==> src/rtl/conv_cfg_sequencer_if.sv <==
// conv_cfg_sequencer_if: host request, rescan and shared converter command bus
interface conv_cfg_sequencer_if;
  logic        rescan;
  logic        host_req;
  logic [1:0]  host_target;
  logic [15:0] host_addr;
  logic [15:0] host_data;
  logic        host_ack;
  logic        adc1_trig;
  logic        adc2_trig;
  logic        dac_trig;
  logic [15:0] cmd_addr;
  logic [15:0] cmd_data;
  logic        busy;
  logic        init_done;
  modport master (
    output rescan, host_req, host_target, host_addr, host_data,
    input  host_ack, adc1_trig, adc2_trig, dac_trig, cmd_addr, cmd_data, busy, init_done
  );
  modport slave (
    input  rescan, host_req, host_target, host_addr, host_data,
    output host_ack, adc1_trig, adc2_trig, dac_trig, cmd_addr, cmd_data, busy, init_done
  );
endinterface

==> src/rtl/conv_cfg_sequencer.sv <==
// conv_cfg_sequencer: replays a boot table of converter register writes, then serves host commands
module conv_cfg_sequencer #(
  parameter int                      NUM_CMDS   = 4,
  parameter logic [34*NUM_CMDS-1:0] INIT_TABLE = {NUM_CMDS{34'h3_0000_0000}},
  parameter int                      POR_DELAY  = 1000,
  parameter int                      SPI_WAIT   = 64
) (
  input logic                 clk,
  input logic                 rst,
  conv_cfg_sequencer_if.slave bus
);
  localparam int IW = NUM_CMDS > 1 ? $clog2(NUM_CMDS) : 1;
  typedef enum logic [2:0] {RST_WAIT, LOAD, TRIG, WAIT, IDLE, HTRIG, HWAIT} state_t;
  state_t      state, state_n;
  logic [31:0] cnt, cnt_n;
  logic [IW-1:0] idx, idx_n;
  logic [1:0]  tgt, tgt_n;
  logic [15:0] addr, addr_n, data, data_n;
  logic [2:0]  trig, trig_n;
  logic        ack, ack_n, init, init_n, busy;
  logic [33:0] ent;
  logic        last, por_done, wait_done;
  function automatic logic [2:0] dec(input logic [1:0] t);
    return t == 2'd3 ? 3'b000 : 3'b001 << t;
  endfunction
  assign ent       = INIT_TABLE[34*idx +: 34];
  assign last      = idx == IW'(NUM_CMDS - 1);
  assign por_done  = cnt == 32'(POR_DELAY - 1);
  assign wait_done = cnt == 32'(SPI_WAIT - 1);
  always_comb begin
    state_n = state;
    cnt_n   = cnt;
    idx_n   = idx;
    tgt_n   = tgt;
    addr_n  = addr;
    data_n  = data;
    trig_n  = 3'b000;
    ack_n   = 1'b0;
    init_n  = init;
    case (state)
      RST_WAIT: begin
        cnt_n   = por_done ? 32'd0 : cnt + 32'd1;
        state_n = por_done ? LOAD : RST_WAIT;
      end
      LOAD: begin
        tgt_n  = ent[33:32];
        addr_n = ent[31:16];
        data_n = ent[15:0];
        // target 3 entries are skipped without trigger or hold-off
        if (ent[33:32] != 2'd3) state_n = TRIG;
        else if (last) state_n = IDLE;
        else idx_n = idx + 1'b1;
      end
      TRIG: begin
        trig_n  = dec(tgt);
        cnt_n   = 32'd0;
        state_n = WAIT;
      end
      WAIT: begin
        cnt_n   = wait_done ? 32'd0 : cnt + 32'd1;
        idx_n   = wait_done && !last ? idx + 1'b1 : idx;
        state_n = !wait_done ? WAIT : last ? IDLE : LOAD;
      end
      IDLE: begin
        init_n = 1'b1;
        // rescan wins over a simultaneous host request
        if (bus.rescan) begin
          init_n  = 1'b0;
          idx_n   = '0;
          state_n = LOAD;
        end else if (bus.host_req) begin
          tgt_n   = bus.host_target;
          addr_n  = bus.host_addr;
          data_n  = bus.host_data;
          state_n = HTRIG;
        end
      end
      HTRIG: begin
        ack_n   = 1'b1;
        trig_n  = dec(tgt);
        cnt_n   = 32'd0;
        state_n = tgt == 2'd3 ? IDLE : HWAIT;
      end
      HWAIT: begin
        cnt_n   = wait_done ? 32'd0 : cnt + 32'd1;
        state_n = wait_done ? IDLE : HWAIT;
      end
      default: state_n = RST_WAIT;
    endcase
  end
  always_ff @(posedge clk or posedge rst) begin
    if (rst) begin
      state <= RST_WAIT;
      cnt   <= 32'd0;
      idx   <= '0;
      tgt   <= 2'd0;
      addr  <= 16'd0;
      data  <= 16'd0;
      trig  <= 3'b000;
      ack   <= 1'b0;
      init  <= 1'b0;
      busy  <= 1'b0;
    end else begin
      state <= state_n;
      cnt   <= cnt_n;
      idx   <= idx_n;
      tgt   <= tgt_n;
      addr  <= addr_n;
      data  <= data_n;
      trig  <= trig_n;
      ack   <= ack_n;
      init  <= init_n;
      busy  <= state != IDLE;
    end
  end
  assign bus.host_ack  = ack;
  assign bus.adc1_trig = trig[0];
  assign bus.adc2_trig = trig[1];
  assign bus.dac_trig  = trig[2];
  assign bus.cmd_addr  = addr;
  assign bus.cmd_data  = data;
  assign bus.busy      = busy;
  assign bus.init_done = init;
endmodule

==> src/flat_wrapper.sv <==
// flat-port wrapper written by rule: the top's interface ports become plain ports
module conv_cfg_sequencer_flat 
#(
  parameter int                      NUM_CMDS   = 4,
  parameter logic [34*NUM_CMDS-1:0] INIT_TABLE = {NUM_CMDS{34'h3_0000_0000}},
  parameter int                      POR_DELAY  = 1000,
  parameter int                      SPI_WAIT   = 64
)
  (clk, rst, bus_rescan, bus_host_req, bus_host_target, bus_host_addr, bus_host_data, bus_host_ack, bus_adc1_trig, bus_adc2_trig, bus_dac_trig, bus_cmd_addr, bus_cmd_data, bus_busy, bus_init_done);
  conv_cfg_sequencer_if bus_i ();
  input logic clk;
  input logic rst;
  input wire logic [$bits(bus_i.rescan)-1:0] bus_rescan;
  input wire logic [$bits(bus_i.host_req)-1:0] bus_host_req;
  input wire logic [$bits(bus_i.host_target)-1:0] bus_host_target;
  input wire logic [$bits(bus_i.host_addr)-1:0] bus_host_addr;
  input wire logic [$bits(bus_i.host_data)-1:0] bus_host_data;
  output wire logic [$bits(bus_i.host_ack)-1:0] bus_host_ack;
  output wire logic [$bits(bus_i.adc1_trig)-1:0] bus_adc1_trig;
  output wire logic [$bits(bus_i.adc2_trig)-1:0] bus_adc2_trig;
  output wire logic [$bits(bus_i.dac_trig)-1:0] bus_dac_trig;
  output wire logic [$bits(bus_i.cmd_addr)-1:0] bus_cmd_addr;
  output wire logic [$bits(bus_i.cmd_data)-1:0] bus_cmd_data;
  output wire logic [$bits(bus_i.busy)-1:0] bus_busy;
  output wire logic [$bits(bus_i.init_done)-1:0] bus_init_done;
  assign bus_i.rescan = bus_rescan;
  assign bus_i.host_req = bus_host_req;
  assign bus_i.host_target = bus_host_target;
  assign bus_i.host_addr = bus_host_addr;
  assign bus_i.host_data = bus_host_data;
  assign bus_host_ack = bus_i.host_ack;
  assign bus_adc1_trig = bus_i.adc1_trig;
  assign bus_adc2_trig = bus_i.adc2_trig;
  assign bus_dac_trig = bus_i.dac_trig;
  assign bus_cmd_addr = bus_i.cmd_addr;
  assign bus_cmd_data = bus_i.cmd_data;
  assign bus_busy = bus_i.busy;
  assign bus_init_done = bus_i.init_done;
  conv_cfg_sequencer #(.NUM_CMDS(NUM_CMDS), .INIT_TABLE(INIT_TABLE), .POR_DELAY(POR_DELAY), .SPI_WAIT(SPI_WAIT)) u_core (.clk(clk), .rst(rst), .bus(bus_i));
endmodule
==> config.mk <==
export PLATFORM = sky130hd
export DESIGN_NAME = conv_cfg_sequencer_flat
export DESIGN_NICKNAME = d
export VERILOG_FILES = /design/src/rtl/conv_cfg_sequencer_if.sv /design/src/rtl/conv_cfg_sequencer.sv /design/src/flat_wrapper.sv
export SDC_FILE = /design/constraint.sdc
export NUM_CORES = 1
export LEC_CHECK = 0
export ABC_CLOCK_PERIOD_IN_PS = 3000
export CAP_MARGIN = 20
export CORE_MARGIN = 2
export CORE_UTILIZATION = 40
export DETAILED_ROUTE_END_ITERATION = 12
export PLACE_DENSITY_LB_ADDON = 0.25
export SYNTH_ARGS = -nofsm -noshare
export SYNTH_HDL_FRONTEND = slang
export SYNTH_SLANG_ARGS = --single-unit
==> constraint.sdc <==
create_clock -name clk -period 3 [get_ports clk]
set_clock_uncertainty 0.1 [all_clocks]
set_input_delay 0.9 -clock clk [delete_from_list [all_inputs] [get_ports clk]]
set_output_delay 0.9 -clock clk [all_outputs]
set_load 0.01 [all_outputs]
# After elaboration in Yosys (flattened, before gate mapping)
# Index checks and enable logic that the tools add are counted.
totals:
  register_bits: 77
  in_bits: 38
  wordCells: 77
classes:
  n_addsub: 2
  multipliers: 1
  eq_ne: 20
  shifts: 2
  muxes: 31
  n_reduce_logical: 11
op_table:
  columns: ["cell", "count"]
  rows:
  - ["136-bit by 9-bit variable part select with 34-bit output, first input constant", 1]
  - ["32-bit case mux with 3 select lines", 1]
  - ["16-bit two-way mux", 4]
  - ["32-bit two-way mux", 2]
  - ["16-bit case mux with 2 select lines", 2]
  - ["32-bit by 1-bit adder with 32-bit output, second input constant", 1]
  - ["32-bit by 10-bit == test with 1-bit output, second input constant", 1]
  - ["32-bit by 6-bit == test with 1-bit output, second input constant", 1]
  - ["3-bit two-way mux", 8]
  - ["3-bit case mux with 7 select lines", 1]
  - ["2-bit two-way mux", 8]
  - ["2-bit != test, second input constant", 6]
  - ["3-bit == test, second input constant", 3]
  - ["5-bit by 2-bit multiplier with 7-bit output, first input constant", 1]
  - ["3-bit by 2-bit == test with 1-bit output, second input constant", 2]
  - ["3-bit != test, second input constant", 2]
  - ["2-bit case mux with 3 select lines", 1]
  - ["3-bit nonzero test", 2]
  - ["5-bit AND reduction", 1]
  - ["2-bit == test, second input constant", 2]
  - ["2-bit case mux with 2 select lines", 1]
  - ["2-bit OR reduction", 2]
  - ["3-bit by 1-bit == test with 1-bit output, second input constant", 1]
  - ["3-bit logical NOT", 1]
  - ["other kinds (10)", 12]

# Depth between registers and ports, before layout
# Gate-level depths: netlist (run 1).
logic_depth:
  depth_word: 5
  depth_mapped: 8
  depth_no_buf: 7

# Least setup slack after synthesis (run 1)
# No wires, ideal clock.
synth_timing:
  path_kind: "reg-to-reg"
  start: "register u_core.cnt[21]"
  end: "register u_core.cnt[12]"
  setup_time_ns: 0.119
  arrival_time_ns: 2.433
  t_required_ns: 2.781
  path_slack_ns: 0.347
  path_stages_with_launch: 8
  synth_period_minus_slack_ns: 2.653
  path_cell_list: "dfrtp_1 or4_4 or3_1 or4_1 maj3_2 o211ai_4 buf_6 nor2_1"
synth_between:
  elab_chain_len: 3
  word_cells_on_any_way: 5
  classes_between: "2 x eq/ne; 3 x mux"
synth_rtl:
  columns: ["item", "line_no", "rtl"]
  rows:
  - ["start, declared", "conv_cfg_sequencer.sv:15", "logic [31:0] cnt, cnt_n;"]
  - ["start signal, assigned", "conv_cfg_sequencer.sv:105", "cnt <= cnt_n;"]
  - ["32-bit by 6-bit == test with 1-bit output / 32-bit by 10-bit == test with 1-bit output (equally long branches)", "conv_cfg_sequencer.sv:29, conv_cfg_sequencer.sv:28", null]
  - ["32-bit two-way mux, on equally long branches", "conv_cfg_sequencer.sv:60, conv_cfg_sequencer.sv:85, conv_cfg_sequencer.sv:42", null]
  - ["32-bit case mux with 3 select lines (*)", "conv_cfg_sequencer.sv:40", "case (state)"]
# Every way passes the cells marked *; elsewhere a longest branch is shown, timed or not.
# A chain may end at the register's enable or synchronous reset.

# Worst setup path after layout (run 1)
layout_timing:
  start: "register u_core.cnt[16]"
  end: "register u_core.cnt[8]"
# Same word-level chain as after synthesis.

==> results of run 1 <==
## cell type report
cell class	instances	area [um2]
clock buffers	9	124
clock inverters	7	57.6
fillers	808	4050
inverters	8	30.0
multi-input cells	286	1550
flip-flops and latches	77	1930
well taps	108	135
repair buffers	85	851
## path summary, 6_finish.rpt
check,start,to,slack (ns),depth (start not counted)
setup / recovery,u_core.cnt[16]$_DFFE_PP0P_,u_core.cnt[8]$_DFFE_PP0P_,0.13,7
hold / removal,u_core.bus.cmd_addr[14]$_DFFE_PP0P_,u_core.bus.cmd_addr[14]$_DFFE_PP0P_,0.38,2
setup reg to reg,u_core.cnt[16]$_DFFE_PP0P_,u_core.cnt[8]$_DFFE_PP0P_,0.13,7
hold reg to reg,u_core.bus.cmd_addr[14]$_DFFE_PP0P_,u_core.bus.cmd_addr[14]$_DFFE_PP0P_,0.38,2
max in group asynchronous,rst,u_core.state[1]$_DFFE_PP0P_,1.63,3
min in group asynchronous,rst,u_core.bus.cmd_data[1]$_DFFE_PP0P_,0.86,3
## worst max-delay path: stages, from the launching register on
cell	delay, ns
dfrtp_1	0.43
or4_1	0.58
or3_1	0.37
or4_1	0.43
maj3_2	0.35
o211ai_4	0.19
buf_4	0.23
nor2_1	0.07
## placed cells by master, fill, tap and decap left out, types with 2 or more instances in the layout
cell	Yosys	layout
o221ai_1	2	2
and3_1	3	3
dfrtp_1	77	77
clkinvlp_4	0	2
nand4_1	8	8
inv_6	0	2
clkbuf_8	0	9
buf_12	0	2
xor2_1	19	19
nand2_1	85	85
nor2_1	50	50
or4_1	3	3
xnor2_1	13	13
a21oi_1	8	8
inv_1	8	7
a31oi_1	2	2
nor3_1	3	3
o21ai_0	38	38
and4_1	2	2
nor3b_1	3	2
ha_1	2	2
nand3_1	17	17
nor4_1	8	8
or3_1	2	2
clkdlybuf4s50_1	0	75
buf_4	0	8
## metal layers
metal,vias to the layer above,share of wire [%],GRT usage (%)
met5,-,0,0
li1,1465,-,-
met4,0,1.9,6.32
met3,11,5.0,4.75
met1,1361,46,24.3
met2,68,47,27.3
## registers in the layout, indices dropped and copies added (netlist names)
name,flops
u_core.bus.host_ack,1
u_core.bus.cmd_data,16
u_core.cnt,32
u_core.state,3
u_core.trig,3
u_core.bus.init_done,1
u_core.tgt,2
u_core.idx,2
u_core.bus.cmd_addr,16
u_core.bus.busy,1
## cells by family (layout without fill, tap and decap cells)
| group | count (synthesis) | count (layout) | share of synthesized area, % |
|---|---|---|---|
| flip-flops | 77 | 77 | 53.8 |
| AND/OR/NAND/NOR | 189 | 189 | 23.5 |
| adder cells (fa/ha/maj) | 3 | 3 | 1.01 |
| multiplexers | 2 | 2 | 0.594 |
| AO/OA/AOI/OAI | 60 | 60 | 9.82 |
| buffers and inverters | 25 | 109 | 3.46 |
| XOR/XNOR | 32 | 32 | 7.82 |
## power groups by stage
stage	clock (uW)	combinational, uW	sequential, uW
finish	743	830	1280
global route	801	947	1300
CTS	764	838	1280
detailed placement	0	834	1300
global placement	0	816	1290
floorplan	0	606	1260
## Yosys cell counts
master	number	area share, %
nand2_1	85	8.9
dfrtp_1	77	54
nor2_1	50	5.2
o21ai_0	38	5.3
xor2_1	19	4.6
nand3_1	17	2.4
xnor2_1	13	3.2
clkbuf_1	12	1.3
a21oi_1	8	1.1
inv_1	8	0.84
nand4_1	8	1.4
nor4_1	8	1.4
buf_6	4	1.3
and3_1	3	0.52
nor3_1	3	0.42
nor3b_1	3	0.63
or4_1	3	0.63
a31oi_1	2	0.35
and4_1	2	0.49
ha_1	2	0.70
o221ai_1	2	0.49
or3_1	2	0.35
a2111oi_0	1	0.24
a2111oi_1	1	0.28
a211o_1	1	0.24
a211oi_1	1	0.21
a21boi_0	1	0.21
and2_1	1	0.17
buf_1	1	0.10
maj3_2	1	0.31
mux2_2	1	0.31
mux2i_1	1	0.28
nand2b_1	1	0.17
nand4b_1	1	0.24
nor4b_1	1	0.24
o211ai_1	1	0.21
o211ai_4	1	0.59
o21ai_1	1	0.14
o22a_1	1	0.24
o22ai_1	1	0.17
or4_4	1	0.31
## per-stage QoR
stage               utilization (%)  std cells  area [um2]
floorplan                         -        388        3580
global placement               51.5        564        4490
detailed placement             51.5        564        4490
CTS                            53.6        580        4670
global route                   53.6        580        4670
finish                         53.6        580        4670
==> impl_metrics.ini, run 1 <==
[critical_path]
worstSetupPathType = flip-flop to flip-flop
crit_required_ns = 3.14
worstPathMaxFanout = 14
start_kind = flip-flop
critPathArrivalTime_ns = 3.01
end_kind = flip-flop

[power_and_ir_drop]
pwr-share-seq_pct = 44.9
peakVddDrop_v = 0.000530
power.density_nw_per_um2 = 611
clkPwrFrac_pct = 26.0
p_leak_uw = 0.00196
p_total_uw = 2850
intPower_uw = 1810
switching_share_pct = 36.5
combPwrFrac_pct = 29.1
p_switching_uw = 1040

[cts]
cts_hold_buf = 0
cts_buffer_depth = 2
clock_latency_ns = 0.36
htree_levels = 3
cts_resized = 0
cts.sinks = 77
cts_root_buf = clkbuf_8
clkSlewWorstSetupHoldPaths_ns = 0.09
cts_tree = built
cts_made_buffers = 9
post-cts-setup-buffers = 0

[timing]
max_freq_mhz = 349
grt_setup_unrepaired = no
slew_headroom_pct = 52.6
worst_pin_slew_ns = 0.710
setup-violations-final = 0
fin_crit_ns = 2.87
finalHoldViolCount = 0
fin_setup_tns_ns = 0
setup_slack_ns = 0.134
period_share_pct = 95.5
finalMaxSlewViolations = 0
hold_slack_ns = 0.384

[logic_synthesis]
syn_nets = 428
synth_seq_cells = 77
netlist_area_um2 = 3580
yosysWarnings = 0
synth-seq-area-share_pct = 53.8
synth_cells = 388
synth_area_per_cell_um2 = 9.23
synthDistinctLibCells = 41

[global_routing]
antenna_found_initial = 0
grt_pass1_wl_um = 13900
grt_max_degree = 78
overflow = 0
globalRouteTotalUtil_pct = 17.7
first_global_vias = 2850

[route]
drc = 0
drt-total-wl_um = 8230
wl_per_cell_um = 14.2
num_vias = 2905
drt_pass1_iterations = 5
drt_iter0_drc = 148
ant_nets = 0
viasPerCell = 5.01

[status]
outcome = completed

[run]
cap_violations = 0

[die]
die_w_um = 98.6
start_util_pct = 41.1
die_h_um = 98.6
dieArea_um2 = 9730
rows = 34
core_um2 = 8720
io_pins = 76

[placed_design]
pre_cts_ws_ns = 0.181
portBuffers = 75
dp_hpwl_um = 5660
place_congestion = 0.902

[layout]
num_antenna_cells = 0
drive_gt1_share_pct = 6.99
nets = 507
area_growth_syn_to_layout_pct = 30.4

[worst_hold_path]
min-delay-path-class = flip-flop to flip-flop
No activity file was read; power rests on OpenSTA's default activity.
==> inputs of run 2 (changes only) <==
--- a/config.mk
+++ b/config.mk
@@ -5,10 +5,10 @@
 export SDC_FILE = /design/constraint.sdc
 export NUM_CORES = 1
 export LEC_CHECK = 0
-export ABC_CLOCK_PERIOD_IN_PS = 3000
-export CAP_MARGIN = 20
+export CELL_PAD_IN_SITES_DETAIL_PLACEMENT = 1
+export CELL_PAD_IN_SITES_GLOBAL_PLACEMENT = 1
 export CORE_MARGIN = 2
-export CORE_UTILIZATION = 40
+export CORE_UTILIZATION = 35
 export DETAILED_ROUTE_END_ITERATION = 12
 export PLACE_DENSITY_LB_ADDON = 0.25
 export SYNTH_ARGS = -nofsm -noshare
==> run 2 against run 1 <==
Power is 7.9% higher. Global-route usage rose by 0.28 points. Clock power rose by 26%.
==> impl_metrics.ini, run 2 (synthesis results as in run 1) <==
[status]
outcome = completed

[route]
drc = 0
num_vias = 3029
drt-total-wl_um = 9300
drt_pass1_iterations = 4
viasPerCell = 5.01
ant_nets = 0
wl_per_cell_um = 15.4
drt_iter0_drc = 107

[critical_path]
cp.depth = 7
crit_required_ns = 3.15
end_kind = flip-flop
path_cells = or4_1, or3_1, or4_1, maj3_2, o211ai_4, buf_12, nor2_1
critPathMostFrequentCell = or4_1
r2r-start = u_core.cnt[16]$_DFFE_PP0P_
worstSetupPathType = flip-flop to flip-flop
cp-endpoint = u_core.cnt[10]$_DFFE_PP0P_
r2r_end = u_core.cnt[10]$_DFFE_PP0P_
start_kind = flip-flop
path_buf_inv = 1
critPathTopFamily = simple AND/OR/NAND/NOR gates
crit_slowest_cell = or4_1
cpPeakStageDelay_ns = 0.59
ff2ff_setup_slack_ns = 0.19
crit_start = u_core.cnt[16]$_DFFE_PP0P_
worstPathMaxFanout = 31
critPathArrivalTime_ns = 2.96
r2r_cells = 7

[cts]
clkSlewWorstSetupHoldPaths_ns = 0.08
cts_tree = built
cts_buffer_depth = 2
clock_latency_ns = 0.36
post-cts-setup-buffers = 0
cts_made_buffers = 9
cts.sinks = 77
cts_resized = 0
cts_root_buf = clkbuf_8
htree_levels = 3
cts_hold_buf = 0

[timing]
slew_headroom_pct = 59.2
setup-violations-final = 0
period_share_pct = 93.8
max_freq_mhz = 356
hold_slack_ns = 0.382
grt_setup_unrepaired = no
fin_setup_tns_ns = 0
setup_slack_ns = 0.187
fin_crit_ns = 2.81
finalHoldViolCount = 0
worst_pin_slew_ns = 0.611
finalMaxSlewViolations = 0

[worst_hold_path]
min-delay-path-class = flip-flop to flip-flop

[die]
die_w_um = 105
die_h_um = 105
start_util_pct = 36.3
core_um2 = 9860
rows = 36
dieArea_um2 = 11100
io_pins = 76

[layout]
fillCellCount = 1130
nets = 506
stdcell_count = 604
drive_gt1_share_pct = 6.79
num_antenna_cells = 0
mostFrequentLayoutCells = nand2_1, dfrtp_1, clkdlybuf4s50_1, nor2_1, o21ai_0
largest_register_ffs = 32
final_common_cell = nand2_1
largest-register = u_core.cnt
area_growth_syn_to_layout_pct = 33.5

[power_and_ir_drop]
pwr-share-seq_pct = 41.1
switching_share_pct = 32.9
peakVddDrop_v = 0.000325
clkPwrFrac_pct = 30.4
power.density_nw_per_um2 = 644
combPwrFrac_pct = 28.5
p_switching_uw = 1010
p_leak_uw = 0.00199
intPower_uw = 2070

[run]
cap_violations = 0

[global_routing]
overflow = 0
antenna_found_initial = 0
grt_pass1_wl_um = 15700
first_global_vias = 3128
grt_max_degree = 69
globalRouteTotalUtil_pct = 18.0

[placed_design]
dp_hpwl_um = 6710
place_congestion = 0.848
post-place-cells = 588
portBuffers = 75
pre_cts_ws_ns = 0.203
[run 2: through the flow]
| step | cell area, um2 | utilization (%) | total power (uW) |
|---|---|---|---|
| 2_1_floorplan | 3580 | - | 1860 |
| 3_3_place_gp | 4540 | 46.0 | 2130 |
| 3_5_place_dp | 4540 | 46.0 | 2170 |
| 4_1_cts | 4780 | 48.5 | 3130 |
| 5_1_grt | 4780 | 48.5 | 3270 |
| 6_report | 4780 | 48.5 | 3080 |
[run 2: worst register-to-register path: cells and delay by family (launching register included)]
kind,cells,cell delay (ns)
compound gates,1,0.18
fa+ha+maj,1,0.34
buf+inv,1,0.20
flops,1,0.42
simple gates,4,1.45
[run 2: power by group through the flow]
| stage | Combinational [uW] | Clock, uW | Sequential, uW |
|---|---|---|---|
| floorplan | 606 | 0 | 1260 |
| global placement | 855 | 0 | 1280 |
| detailed placement | 888 | 0 | 1290 |
| CTS | 893 | 968 | 1270 |
| global route | 982 | 1000 | 1290 |
| finish | 877 | 937 | 1270 |
[run 2: area by class of cell]
type / instances / area [um2] / area share (%)
Inverter: 8 / 30.0 / 0.628
Multi-Input combinational cell: 286 / 1550 / 32.4
Timing Repair Buffer: 84 / 868 / 18.2
Clock buffer: 13 / 179 / 3.74
Clock inverter: 3 / 65.1 / 1.36
Sequential cell: 77 / 1930 / 40.3
Tap cell: 133 / 166 / 3.48
[run 2: worst min-delay path by stage]
stage / from / cells past startpoint / to
2_1_floorplan: u_core.idx[0]$_DFFE_PP0P_ / 1 / u_core.idx[0]$_DFFE_PP0P_
3_3_place_gp: u_core.bus.cmd_data[8]$_DFFE_PP0P_ / 2 / u_core.bus.cmd_data[8]$_DFFE_PP0P_
3_5_place_dp: u_core.bus.cmd_addr[6]$_DFFE_PP0P_ / 2 / u_core.bus.cmd_addr[6]$_DFFE_PP0P_
4_1_cts: u_core.bus.cmd_addr[6]$_DFFE_PP0P_ / 2 / u_core.bus.cmd_addr[6]$_DFFE_PP0P_
5_1_grt: u_core.bus.cmd_data[1]$_DFFE_PP0P_ / 2 / u_core.bus.cmd_data[1]$_DFFE_PP0P_
6_report: u_core.bus.cmd_addr[6]$_DFFE_PP0P_ / 2 / u_core.bus.cmd_addr[6]$_DFFE_PP0P_
[run 2: layer usage]
| layer | vias to the layer above | GRT usage [%] | part of all wire [%] |
|---|---|---|---|
| li1 | 1471 | - | - |
| met1 | 1490 | 22.7 | 45 |
| met2 | 51 | 29.6 | 50 |
| met3 | 17 | 3.31 | 2.8 |
| met4 | 0 | 8.76 | 2.4 |
| met5 | - | 0 | 0 |
==> inputs of run 3 (changes only) <==
--- a/config.mk
+++ b/config.mk
@@ -5,12 +5,14 @@
 export SDC_FILE = /design/constraint.sdc
 export NUM_CORES = 1
 export LEC_CHECK = 0
+export ABC_AREA = 1
 export CELL_PAD_IN_SITES_DETAIL_PLACEMENT = 1
 export CELL_PAD_IN_SITES_GLOBAL_PLACEMENT = 1
 export CORE_MARGIN = 2
-export CORE_UTILIZATION = 35
+export CORE_UTILIZATION = 34
 export DETAILED_ROUTE_END_ITERATION = 12
 export PLACE_DENSITY_LB_ADDON = 0.25
+export SLEW_MARGIN = 5
 export SYNTH_ARGS = -nofsm -noshare
 export SYNTH_HDL_FRONTEND = slang
 export SYNTH_SLANG_ARGS = --single-unit
==> run 3 against run 2 <==
Via count is 30% higher. Count of clock-buffer cells in the layout is 3 lower. Largest power group is now combinational cells. Combinational power up 100%. Synthesized cell count is 49% higher. Power grew 43%. Global-route usage is 1.3 points higher. Critical endpoint is now bus_cmd_data[1]. Routed wire length up 27%. Non-clock buffer count fell by 5. Critical path depth is 6 lower. Clock power is 21% higher. Sequential share of layout area fell by 5.1 points.
==> impl_metrics.ini, run 3 <==
[logic_synthesis]
synth_compound_area_share_pct = 5.64
synthArstFlopShare_pct = 100
synthSimpleGateAreaFrac_pct = 37.4
yosysWarnings = 0
ys.flop_type = dfrtp_1
synth_edf_count = 0
synthTopCellsByArea = dfrtp_1, nand2_1, nor2_1, inv_1, o21ai_0
synth_area_per_cell_um2 = 7.32
syn_nets = 619
synthTopCellsByCount = nand2_1, dfrtp_1, nor2_1, inv_1, o21ai_0
yosys.area.top_type = dfrtp_1
synth_fa_ha_area_share_pct = 0.590
synth_cells = 579
synthDistinctLibCells = 30
synth-seq-area-share_pct = 45.5
muxShareOfSynthArea_pct = 0
synth_xor_area_share_pct = 2.69
synth.most_common_cell = nand2_1
synth_seq_cells = 77
synth_top_family_by_area = simple AND/OR/NAND/NOR gates
netlist_area_um2 = 4240
yosys.area.top_type_share_pct = 45.5

[route]
drc = 0
viasPerCell = 4.76
num_vias = 3934
drt_pass1_iterations = 4
wl_per_cell_um = 14.3
drt_iter0_drc = 175
drt-total-wl_um = 11800
ant_nets = 0

[global_routing]
grt_max_degree = 50
grt_pass1_wl_um = 20200
globalRouteTotalUtil_pct = 19.3
overflow = 0
antenna_found_initial = 0
first_global_vias = 4234

[layout]
nets = 694
drive_gt1_share_pct = 8.95
largest_register_ffs = 32
mostFrequentLayoutCells = nand2_1, dfrtp_1, nor2_1, clkdlybuf4s50_1, inv_1
final_common_cell = nand2_1
area_growth_syn_to_layout_pct = 29.3
num_antenna_cells = 0
largest-register = u_core.cnt
stdcell_count = 827
fillCellCount = 1511

[critical_path]
worstSetupPathType = flip-flop to output port
crit_start = u_core.bus.cmd_data[1]$_DFFE_PP0P_
path_cells = clkdlybuf4s50_1
path_buf_inv = 1
critPathTopFamily = buffers and inverters
end_kind = output port
start_kind = flip-flop
crit_required_ns = 2.00
r2r-start = u_core.cnt[0]$_DFFE_PP0P_
worstPathMaxFanout = 2
crit_slowest_cell = clkdlybuf4s50_1
cpPeakStageDelay_ns = 0.57
critPathArrivalTime_ns = 1.27
ff2ff_setup_slack_ns = 0.91

[timing]
grt_setup_unrepaired = no
setup-violations-final = 0
slew_headroom_pct = 67.0
fin_setup_tns_ns = 0
fin_crit_ns = 2.27
finalMaxSlewViolations = 0
finalHoldViolCount = 0
max_freq_mhz = 440
worst_pin_slew_ns = 0.495
period_share_pct = 75.7

[die]
rows = 40
die_h_um = 116
io_pins = 76
dieArea_um2 = 13400
start_util_pct = 35.0
die_w_um = 116
core_um2 = 12100

[cts]
cts.sinks = 77
cts_hold_buf = 0
htree_levels = 3
cts_buffer_depth = 2
post-cts-setup-buffers = 0
clock_latency_ns = 0.35
cts_resized = 0
cts_root_buf = clkbuf_16
cts_tree = built
cts_made_buffers = 9
clkSlewWorstSetupHoldPaths_ns = 0.06

[run]
cap_violations = 0

[placed_design]
place_congestion = 0.856
post-place-cells = 811
dp_hpwl_um = 9080
portBuffers = 75

[power_and_ir_drop]
power.density_nw_per_um2 = 805
p_leak_uw = 0.00249
peakVddDrop_v = 0.000417

[status]
outcome = completed

[worst_hold_path]
hold_start = u_core.bus.cmd_addr[15]$_DFFE_PP0P_
min-delay-path-class = flip-flop to flip-flop
## run 3: cell types whose count changed after synthesis, sizes merged, moves of 6 or more
cell / before / now
a21oi: 8 / 0
nand2: 85 / 203
buf: 5 / 11
nand3: 17 / 36
inv: 8 / 62
clkbuf: 12 / 4
xor2: 19 / 13
nor2: 50 / 94
o21ai: 39 / 46
xnor2: 13 / 0
nor3: 3 / 17
nor4: 8 / 0
## run 3: area by class of cell
class	count	area [um2]	area share (%)
sequential	77	1930	35.2
clock inverter	6	70.1	1.28
timing repair buffer	79	818	14.9
tap	168	210	3.84
inverter	63	240	4.39
multi-input combinational	424	1970	36.0
clock buffer	10	239	4.36
## run 3: routing by layer
layer | vias to the layer above | track usage (%) | wire, um
met5 | - | 0 | 0
met4 | 0 | 4.05 | 104
met3 | 10 | 7.69 | 793
met2 | 77 | 31.8 | 5570
met1 | 1900 | 24.0 | 5360
li1 | 1947 | - | -
## run 3: logic make-up (layout without fill, tap and decap cells)
kind of cell	after synthesis	count (layout)
simple gates	362	362
buf+inv	78	158
xor+xnor	13	13
fa+ha+maj	2	2
flops	77	77
compound gates	47	47
## run 3: path summary, 6_finish.rpt
kind / end / depth (start not counted)
max: bus_cmd_data[1] / 1
min: u_core.bus.cmd_addr[15]$_DFFE_PP0P_ / 2
max reg2reg: u_core.cnt[18]$_DFFE_PP0P_ / 10
min reg2reg: u_core.bus.cmd_addr[15]$_DFFE_PP0P_ / 2
max in group asynchronous: u_core.cnt[22]$_DFFE_PP0P_ / 3
min in group asynchronous: u_core.bus.cmd_addr[10]$_DFFE_PP0P_ / 2
## run 3: report_power, final
| group | switching, uW | internal, uW | total [uW] |
|---|---|---|---|
| logic | 1100 | 693 | 1790 |
| clock network | 461 | 674 | 1130 |
| registers | 180 | 1300 | 1480 |
## run 3: worst reg2reg max path, delay by kind of cell, from the launching register on
kind / cells / cell delay, ns
adder cells (fa/ha/maj): 1 / 0.24
buffers and inverters: 3 / 0.50
flip-flops: 1 / 0.39
AND/OR/NAND/NOR: 6 / 0.75
## run 3: metrics by stage
step	area (um2)	total power [uW]	utilization, %	setup slack [ns]	hold slack [ns]
floorplan	4240	2650	-	0.0333	0.332
global placement	5170	3250	42.7	0.619	0.345
detailed placement	5170	3320	42.7	0.517	0.371
CTS	5480	4490	45.2	0.707	0.376
global route	5480	4770	45.2	0.666	0.410
finish	5480	4410	45.2	0.729	0.384
==> patch (settings of run 1) <==
The 7 states of `state_t` get a one-hot encoding in 7 bits.
--- a/src/rtl/conv_cfg_sequencer.sv
+++ b/src/rtl/conv_cfg_sequencer.sv
@@ -10,7 +10,7 @@
   conv_cfg_sequencer_if.slave bus
 );
   localparam int IW = NUM_CMDS > 1 ? $clog2(NUM_CMDS) : 1;
-  typedef enum logic [2:0] {RST_WAIT, LOAD, TRIG, WAIT, IDLE, HTRIG, HWAIT} state_t;
+  typedef enum logic [6:0] {RST_WAIT = 7'b0000001, LOAD = 7'b0000010, TRIG = 7'b0000100, WAIT = 7'b0001000, IDLE = 7'b0010000, HTRIG = 7'b0100000, HWAIT = 7'b1000000} state_t;
   state_t      state, state_n;
   logic [31:0] cnt, cnt_n;
   logic [IW-1:0] idx, idx_n;
Behaviour: no difference found for any inputs over 10 cycles, from zero or initial values and one cycle with rst high; not proved beyond that.
==> patch against run 1 <==
First-iteration DRC count fell by 6.1%; utilization fell by 1.6 points; non-clock buffer count fell by 5; area after synthesis rose by 12%; die area rose by 11%; wire length rose by 12%; worst setup slack improved by 440 ps; cell area rose by 8.1%; sequential cell count rose by 3; synthesized cell count rose by 11%; critical path type unchanged; critical endpoint is now u_core.cnt[2].
Power is not compared: it rests on default switching activity, and its combinational part moved more than twofold at a synthesized area within 25%.
==> patch: results (changes against run 1) <==
[metrics] worst slack, placed: 601 ps (+420 ps)
[metrics] pin count of the biggest net entering global routing: 70 (-10%)
[metrics] Reg with most FFs: u_core.cnt
[metrics] Via Count: 3318 (+14%)
[metrics] fraction of layout cells with a size suffix above 1: 0.0782 (+0.00824)
[metrics] synthesized netlist net count: 470 (+9.8%)
[metrics] path class of the lowest-slack min-delay path: flop to flop
[metrics] Clock Root Buffer: sky130_fd_sc_hd__clkbuf_8
[metrics] total global routing track utilization: 0.180 (+0.00268)
[metrics] cell types with the largest area share after synthesis: sky130_fd_sc_hd__dfrtp_1 (49%), sky130_fd_sc_hd__nand2_1 (8.2%), sky130_fd_sc_hd__o21ai_0 (5.4%)
[metrics] crit path launch: u_core.state[3]
[metrics] post-CTS setup buffers: 0 (unchanged)
[metrics] Crit Path Max Fanout: 29 (+15)
[metrics] antenna violations before repair: 0 (unchanged)
[metrics] deepest level of the CTS H-tree: 3 (unchanged)
[metrics] vias in the first global route: 3389 (+19%)
[metrics] Inserted Clock Buffers: 9 (unchanged)
[metrics] sequential share of the synthesized area: 0.501 (-0.0366)
[metrics] critical path endpoint: u_core.cnt[2]
[metrics] setup slack of the worst register-to-register path: 570 ps (+440 ps)
[metrics] number of warnings issued by yosys: 0 (unchanged)
[metrics] Pleak: between 2 and 2.5 nW
[metrics] share of the cycle needed by the critical path after routing: 0.810 (-0.145)
[metrics] run status: finished, final reports clean
[metrics] CTS resizes: 0 (unchanged)
[metrics] post-DP HPWL: 6.38 mm (+13%)
[metrics] placer's final routability congestion estimate: 0.840 (-6.9%)
[metrics] clock latency of the later-clocked register in the worst-skew pair: 360 ps (about the same)
[metrics] Pre-antenna DRT Iters: 4 (-1)
[metrics] Distinct cells, synth: 56 (+37%)
[metrics] Setup violations, final: 0 (unchanged)
[metrics] Crit path arrival time: 2590 ps (-420 ps)
[metrics] first-pass GRT wire length: 16.0 mm (+15%)
[metrics] fraction of registers with async set/reset: 1.00 (unchanged)
[metrics] Slew headroom: 0.601 (+0.0758)
[metrics] starting DRC count in detailed routing: 139 (-6.1%)
[metrics] final net count: 534 (+5.3%)
[metrics] worst reg-to-reg path cell count: 6 (-1)
[metrics] most numerous cell types in the synthesized netlist: sky130_fd_sc_hd__nand2_1 (87), sky130_fd_sc_hd__dfrtp_1 (79), sky130_fd_sc_hd__o21ai_0 (43)
[metrics] wire length after detailed routing: 9.20 mm (+12%)
## patch: changes by cell type after synthesis, moves of 5 or more
| cell | change |
|---|---|
| sky130_fd_sc_hd__nor2_1 | -27 |
| sky130_fd_sc_hd__a21oi_1 | +15 |
| sky130_fd_sc_hd__o21ai_1 | +5 |
| sky130_fd_sc_hd__o31ai_1 | +9 |
| sky130_fd_sc_hd__o21ai_0 | +5 |
| sky130_fd_sc_hd__or3_1 | +8 |
| sky130_fd_sc_hd__buf_2 | +10 |
| sky130_fd_sc_hd__a211oi_1 | +5 |
| sky130_fd_sc_hd__or4_1 | +6 |
| sky130_fd_sc_hd__xor2_1 | -17 |
## patch: worst min-delay path by stage
stage | start | slack, ps | cells after the start | end
floorplan | u_core.tgt[0] | 380 | 1 | u_core.trig[2]
global placement | u_core.bus.init_done | 370 | 2 | u_core.bus.init_done
detailed placement | u_core.bus.init_done | 380 | 2 | u_core.bus.init_done
CTS | u_core.bus.init_done | 400 | 2 | u_core.bus.init_done
global route | u_core.bus.init_done | 430 | 2 | u_core.bus.init_done
finish | u_core.bus.init_done | 400 | 2 | u_core.bus.init_done
## patch: area by class of cell
class	count	area [sq um]
Multi-Input combinational cell	313	1810
Clock inverter	5	55.1
Fill cell	911	4680
Clock buffer	11	151
Sequential cell	80	2000
Timing Repair Buffer	80	826
Inverter	10	41.3
Tap cell	133	166
## patch: stage by stage
step	hold WS, ps	total power [mW]	util	std cells	instance area [sq um]
global placement	366	1.30	0.498	616	4850
detailed placement	379	1.30	0.498	616	4850
CTS	397	2.14	0.519	632	5050
finish	395	2.10	0.519	632	5050
global route	432	2.20	0.519	632	5050
floorplan	383	1.18	-	430	4000
## patch: cells by family after synthesis
| kind of cell | Yosys count | synth area share |
|---|---|---|
| simple gates | 192 | 0.241 |
| buf+inv | 37 | 0.0473 |
| xor+xnor | 12 | 0.0310 |
| compound gates | 105 | 0.168 |
| flops | 80 | 0.501 |
| mux | 2 | 0.00532 |
| fa+ha+maj | 2 | 0.00626 |
## patch: worst max-delay path, stage by stage, from the launching register on
cell,delay (ps)
sky130_fd_sc_hd__dfrtp_1,580
sky130_fd_sc_hd__xor2_4,270
sky130_fd_sc_hd__o211ai_4,410
sky130_fd_sc_hd__a21o_1,360
sky130_fd_sc_hd__a211oi_2,60
sky130_fd_sc_hd__buf_4,240
sky130_fd_sc_hd__nor4_1,300
## patch: routing by layer
layer	vias to the layer above	part of all wire	wire (microns)	GRT usage
li1	1649	-	-	-
met1	1567	0.46	4210	0.233
met2	90	0.45	4100	0.274
met3	12	0.082	756	0.0714
met4	0	0.015	140	0.0627
met5	-	0	0	0
## patch: report_power, final
part           internal (mW)  switching [mW]  total (mW)
sequential              1.10          0.0151        1.12
combinational         0.0963          0.0620       0.158
clock                  0.427           0.399       0.825
total                   1.63           0.476        2.10
